## config.mk

```make
export PLATFORM = sky130hd
export DESIGN_NAME = tdc_measure_ctrl
export DESIGN_NICKNAME = d
export VERILOG_FILES = /design/src/rtl/tdc_measure_ctrl_pkg.sv /design/src/rtl/tdc_measure_ctrl_coarse_counter.sv /design/src/rtl/tdc_measure_ctrl.sv
export SDC_FILE = /design/constraint.sdc
export NUM_CORES = 1
export LEC_CHECK = 0
export ABC_AREA = 1
export BUFFER_PORTS_ARGS = -buffer_cell sky130_fd_sc_hd__buf_4
export CORE_ASPECT_RATIO = 0.75
export CORE_MARGIN = 10
export CORE_UTILIZATION = 64
export CTS_CLUSTER_SIZE = 8
export DETAILED_ROUTE_END_ITERATION = 8
export PLACE_DENSITY = 0.93
export SLEW_MARGIN = 20
export SYNTH_ARGS = -nofsm -noshare
export SYNTH_HDL_FRONTEND = slang
export SYNTH_SLANG_ARGS = --single-unit
```

## constraint.sdc

```tcl
create_clock -name clk -period 6.87 [get_ports clk]
set_clock_uncertainty 0.05 [all_clocks]
set_input_delay 0.687 -clock clk [delete_from_list [all_inputs] [get_ports clk]]
set_output_delay 0.687 -clock clk [all_outputs]
set_load 0.1 [all_outputs]
```

## src/rtl/tdc_measure_ctrl_pkg.sv

```systemverilog
// Shared constants for the TDC measurement controller: tap/decoder sizing,
// FSM state encodings and result flag bit positions.
package tdc_measure_ctrl_pkg;

    localparam int NUM_TAPS   = 36;
    localparam int NUM_DECODE = 6;

    typedef logic [2:0] state_t;

    localparam state_t ST_IDLE     = 3'd0;
    localparam state_t ST_ARMED    = 3'd1;
    localparam state_t ST_RUN      = 3'd2;
    localparam state_t ST_WAIT_DEC = 3'd3;
    localparam state_t ST_CALC     = 3'd4;
    localparam state_t ST_OUT      = 3'd5;

    localparam int FLAG_OVF     = 0;
    localparam int FLAG_NEG     = 1;
    localparam int FLAG_TIMEOUT = 2;

endpackage

```

## src/rtl/tdc_measure_ctrl_coarse_counter.sv

```systemverilog
// Saturating coarse cycle counter with synchronous clear; overflow flags the
// all-ones value.
module tdc_measure_ctrl_coarse_counter #(
    parameter int WIDTH = 16
) (
    input  logic             clk,
    input  logic             rst_n,
    input  logic             clear,
    input  logic             enable,
    output logic [WIDTH-1:0] count,
    output logic             overflow
);

    assign overflow = &count;

    always_ff @(posedge clk or negedge rst_n) begin
        if (!rst_n) begin
            count <= '0;
        end else if (clear) begin
            count <= '0;
        end else if (enable && !overflow) begin
            count <= count + WIDTH'(1);
        end
    end

endmodule

```

## src/rtl/tdc_measure_ctrl.sv

```systemverilog
// TDC measurement sequencer: arm, coarse count, fine decoder triggering and
// interval combine. Optional macro TDC_CALIB_OFFSET_EN adds a static cal_offset.
//
// state    | meaning
// IDLE     | waiting for arm
// ARMED    | waiting for start_event
// RUN      | coarse counting until stop_event or saturation
// WAIT_DEC | collecting fine bins, watchdog running
// CALC     | combine coarse and fine into the interval
// OUT      | result presented until accepted
module tdc_measure_ctrl
    import tdc_measure_ctrl_pkg::*;
#(
    parameter int COARSE_W     = 16,
    parameter int TAPS_PER_CLK = NUM_TAPS,
    parameter int RES_W        = 24,
    parameter int DEC_TIMEOUT  = 15
) (
    input  logic                  clk,
    input  logic                  rst_n,
    input  logic                  arm,
    input  logic                  start_event,
    input  logic                  stop_event,
    output logic                  dec_go_start,
    output logic                  dec_go_stop,
    input  logic                  dec_fin_start,
    input  logic                  dec_fin_stop,
    input  logic [NUM_DECODE-1:0] dec_bin_start,
    input  logic [NUM_DECODE-1:0] dec_bin_stop,
    output logic                  busy,
    output logic                  res_valid,
    input  logic                  res_ready,
`ifdef TDC_CALIB_OFFSET_EN
    input  logic [RES_W-1:0]      cal_offset,
`endif
    output logic [RES_W-1:0]      res_interval,
    output logic [COARSE_W-1:0]   res_coarse,
    output logic [2:0]            res_flags
);

    localparam int CW   = RES_W + 2;
    localparam int WD_W = $clog2(DEC_TIMEOUT + 1);

    state_t                  state, state_nxt;
    logic [COARSE_W-1:0]     coarse;
    logic                    coarse_clr, coarse_en, coarse_ovf;
    logic [NUM_DECODE-1:0]   bin_start, bin_stop;
    logic                    got_start, got_stop, cap_start, cap_stop;
    logic                    both_done, timeout_hit, timed_out;
    logic [WD_W-1:0]         wdog;
    logic signed [CW-1:0]    calc_sum;
    logic                    calc_neg, calc_sat;
    logic [RES_W-1:0]        calc_interval;

    tdc_measure_ctrl_coarse_counter #(.WIDTH(COARSE_W)) u_coarse (
        .clk      (clk),
        .rst_n    (rst_n),
        .clear    (coarse_clr),
        .enable   (coarse_en),
        .count    (coarse),
        .overflow (coarse_ovf)
    );

    assign busy       = (state != ST_IDLE);
    assign res_valid  = (state == ST_OUT);
    assign coarse_clr = (state == ST_ARMED) && start_event;
    assign coarse_en  = (state == ST_RUN);

    always_comb begin
        cap_start   = dec_fin_start && !got_start && (state == ST_RUN || state == ST_WAIT_DEC);
        cap_stop    = dec_fin_stop && !got_stop && (state == ST_RUN || state == ST_WAIT_DEC);
        // A finished pulse landing this cycle already counts toward leaving WAIT_DEC.
        both_done   = (got_start || cap_start) && (got_stop || cap_stop);
        timeout_hit = (state == ST_WAIT_DEC) && !both_done && (wdog == WD_W'(1));

        state_nxt = state;
        case (state)
            ST_IDLE:     if (arm) state_nxt = ST_ARMED;
            ST_ARMED: begin
                if (start_event && stop_event) state_nxt = ST_WAIT_DEC;
                else if (start_event)          state_nxt = ST_RUN;
            end
            ST_RUN: begin
                if (coarse_ovf)      state_nxt = ST_OUT;
                else if (stop_event) state_nxt = ST_WAIT_DEC;
            end
            ST_WAIT_DEC: if (both_done || timeout_hit) state_nxt = ST_CALC;
            ST_CALC:     state_nxt = ST_OUT;
            ST_OUT:      if (res_ready) state_nxt = ST_IDLE;
            default:     state_nxt = ST_IDLE;
        endcase
    end

    always_comb begin
        calc_sum = $signed(CW'(coarse)) * $signed(CW'(TAPS_PER_CLK))
                 + $signed(CW'(bin_start)) - $signed(CW'(bin_stop))
`ifdef TDC_CALIB_OFFSET_EN
                 - $signed(CW'(cal_offset))
`endif
                 ;
        calc_neg = calc_sum[CW-1];
        calc_sat = !calc_neg && (|calc_sum[CW-2:RES_W]);
        if (calc_neg)      calc_interval = '0;
        else if (calc_sat) calc_interval = '1;
        else               calc_interval = calc_sum[RES_W-1:0];
    end

    always_ff @(posedge clk or negedge rst_n) begin
        if (!rst_n) begin
            state        <= ST_IDLE;
            dec_go_start <= 1'b0;
            dec_go_stop  <= 1'b0;
            bin_start    <= '0;
            bin_stop     <= '0;
            got_start    <= 1'b0;
            got_stop     <= 1'b0;
            timed_out    <= 1'b0;
            wdog         <= '0;
            res_interval <= '0;
            res_coarse   <= '0;
            res_flags    <= '0;
        end else begin
            state        <= state_nxt;
            dec_go_start <= 1'b0;
            dec_go_stop  <= 1'b0;

            if (coarse_clr) begin
                dec_go_start <= 1'b1;
                dec_go_stop  <= stop_event;
                bin_start    <= '0;
                bin_stop     <= '0;
                got_start    <= 1'b0;
                got_stop     <= 1'b0;
                timed_out    <= 1'b0;
            end
            if (state == ST_RUN && !coarse_ovf && stop_event) dec_go_stop <= 1'b1;

            if (cap_start) begin
                bin_start <= dec_bin_start;
                got_start <= 1'b1;
            end
            if (cap_stop) begin
                bin_stop <= dec_bin_stop;
                got_stop <= 1'b1;
            end

            // Missing bins stay at their cleared value of zero on timeout.
            if (state_nxt == ST_WAIT_DEC && state != ST_WAIT_DEC) wdog <= WD_W'(DEC_TIMEOUT);
            else if (state == ST_WAIT_DEC && wdog != '0)         wdog <= wdog - WD_W'(1);
            if (timeout_hit) timed_out <= 1'b1;

            if (state == ST_RUN && coarse_ovf) begin
                res_interval       <= '1;
                res_coarse         <= coarse;
                res_flags          <= '0;
                res_flags[FLAG_OVF] <= 1'b1;
            end else if (state == ST_CALC) begin
                res_interval            <= calc_interval;
                res_coarse              <= coarse;
                res_flags               <= '0;
                res_flags[FLAG_TIMEOUT] <= timed_out;
                res_flags[FLAG_NEG]     <= calc_neg;
            end
        end
    end

endmodule
```

==> impl_metrics.yaml <==
synth:
  synth_area_leaders: "dfrtp_1 37%, ha_1 12%, nand2_1 11%"
  synth-edff-count: 0
  synth_top_family_by_area: "simple AND/OR/NAND/NOR gates"
  synthMuxAreaShare_pct: 0.204
  synth_adder_area_share_pct: 14.6
  synth_top_area_cell: "dfrtp_1"
  ys_ff_latch: 82
  synth_cells: 698
  async_flop_share_pct: 100
  avgSynthCellArea_um2: 7.92
  synth_nets: 779
  synth_simple_gate_area_share_pct: 21.1
  seq_area_frac_synth_pct: 37.1
  synth_top_area_share_pct: 37.1
  synth-compound-area-share_pct: 14.7
  ys.warnings.count: 0
  synth_xor_area_share_pct: 4.89
  netlist_area_um2: 5530
  synth_cell_types: 38
  ys.flop_type: "dfrtp_1"
cells_and_area:
  layout.area.seq_um2: 2050
  fillers: 545
  fin_nets: 846
  drive_above_1_share_pct: 13.6
  stdcell_count: 878
  final_area_um2: 6470
  syn2layout_area_growth_pct: 17.0
  n_antenna_cell: 0
  fin_util_pct: 76.5
  mostFrequentLayoutCell: "nand2_1"
  layout_common_cells: "162 x nand2_1, 93 x inv_1, 82 x dfrtp_1, 65 x buf_4, 63 x a21oi_1"
  multi_input_area_um2: 3080
global_route:
  busiest_layer: "met2"
  grt_max_degree: 83
  gr-usage-met3_pct: 6.36
  grt_pass1_wl_mm: 24.0
  grt.total_usage_pct: 22.5
  grtUsageMet2_pct: 36.9
  met1_usage_pct: 28.0
  antenna_found_initial: 0
  grt_pass1_vias: 4980
  grt-ovfl-total: 0
routing:
  vias_per_cell: 5.91
  drt_iter0_drc: 495
  drc: 0
  wire_per_inst_um: 16.4
  drt_pass1_iterations: 5
  vias: 5186
  wl_mm: 14.4
  final_antenna_net_count: 0
placed_design:
  gp_congestion: 0.968
  dp_slack_ns: 2.72
  place_inst: 862
  io_buffers: 66
  placed_area_um2: 6110
  dp_hpwl_mm: 10.7
timing:
  slew_violations: 0
  relSlewSlack_pct: 35.0
  finalSetupViolCount: 0
  rsz0062_at_grt: "no"
  fin_hold_ws_ns: 0.315
  min_period_ns: 4.28
  fin_crit_sh_pct: 62.4
  finalSetupTns_ns: 0
  setup_ws_ns: 2.59
  fmax_mhz: 233
  worst_pin_slew_ns: 0.972
  hold_viol_final: 0
clocking:
  holdBufCountCts: 0
  clockBufferDepth: 2
  clk_pin_slew_ns: 0.07
  cts_resized: 0
  cts.sinks: 82
  ctsRootBufferMaster: "clkbuf_16"
  cts_tree: "yes"
  post_cts_buffers: 0
  numCtsBuffers: 9
  clk_latency_ns: 0.35
  htreeDepth: 3
job:
  drv_cap: 0
outcome:
  outcome: "complete, no violations"
setup_path:
  worstPathArrival_ns: 4.46
  cp_max_fo: 19
  crit_type: "reg2reg"
  cp-start-kind: "flop"
  crit_path_end_kind: "flop"
  required_ns: 7.05
die:
  num_rows: 29
  io_pins: 67
  dieArea_um2: 12800
  die_x_um: 127
  die_height_um: 100
  core_um2: 8450
  start_util_pct: 65.4
hold_path:
  holdCritPathClass: "in2async"
power_and_ir_drop:
  power_density_nw_per_um2: 537
  finalPower_mw: 3.47
  peakVddDrop_v: 0.000491
  leakage_nw: 3.56
-- cells by family after synthesis --
group,after synthesis
flip-flops,82
buffers and inverters,106
XOR/XNOR,30
AO/OA/AOI/OAI,145
AND/OR/NAND/NOR,273
multiplexers,1
adder cells (fa/ha/maj),61
-- registers in the layout (all words and copies together), names as in the netlist --
signal          cells
res_interval       23
res_coarse         16
u_coarse.count     16
bin_start           6
bin_stop            6
wdog                4
res_flags           3
state               3
dec_go_start        1
dec_go_stop         1
got_start           1
got_stop            1
timed_out           1
-- worst paths after layout --
check | end | start | slack [ns] | cells past startpoint
min reg2reg | res_interval[1]$_DFFE_PN0P_ | res_interval[1]$_DFFE_PN0P_ | 0.45 | 2
min in group clk | res_interval[1]$_DFFE_PN0P_ | res_interval[1]$_DFFE_PN0P_ | 0.45 | 2
min | res_interval[17]$_DFFE_PN0P_ | rst_n | 0.31 | 1
max | res_interval[18]$_DFFE_PN0P_ | u_coarse.count[4]$_DFFE_PN0P_ | 2.59 | 19
max in group asynchronous | res_interval[22]$_DFFE_PN0P_ | rst_n | 5.91 | 1
max reg2reg | res_interval[18]$_DFFE_PN0P_ | u_coarse.count[4]$_DFFE_PN0P_ | 2.59 | 19
-- where the power goes --
part / total [mW] / switching, mW / internal, mW
clock network: 0.561 / 0.205 / 0.356
logic: 2.19 / 1.57 / 0.620
registers: 0.722 / 0.0957 / 0.626
-- critical path, cell delays in order, from the launching register on --
cell and delay [ns]:
dfrtp_1 0.46, ha_1 0.31, ha_1 0.27, fa_1 0.45, nand3_1 0.15, nand3_1 0.13
a21oi_1 0.16, o21bai_1 0.10, a21oi_1 0.18, nor2_1 0.07, xor2_1 0.30, ha_1 0.34
a21oi_1 0.19, o21ai_0 0.11, a21boi_0 0.25, nand2_2 0.12, nand2_4 0.23, inv_2 0.11
nand3_1 0.09, nand2_1 0.07
-- routing by layer --
| layer | routed length [µm] | share of wire, % |
|---|---|---|
| met5 | 0 | 0 |
| met4 | 363 | 2.5 |
| met3 | 1290 | 8.9 |
| met2 | 6880 | 48 |
| met1 | 5910 | 41 |
-- final cells by class --
class	instances	area share (%)
multi-input combinational	510	47.6
inverter	96	5.57
timing repair buffer	66	7.72
clock buffer	10	3.54
clock inverter	6	1.78
tap	108	2.09
sequential	82	31.7
-- synthesized netlist by cell type (3+ instances only) --
cell      count
inv_1        93
a31oi_1       3
a21oi_1      63
nand3_1      40
o21ai_0      52
nand2_1     162
xnor2_1      14
xor2_1       15
ha_1         55
nor3_1       12
dfrtp_1      82
fa_1          6
o21ai_2      10
nor2_1       32
o21bai_1      5
nand4_1      13
nor4_1        4
nand2_2       3
clkbuf_1      8
a21o_1        3
No activity file was read; power rests on OpenSTA's default activity.
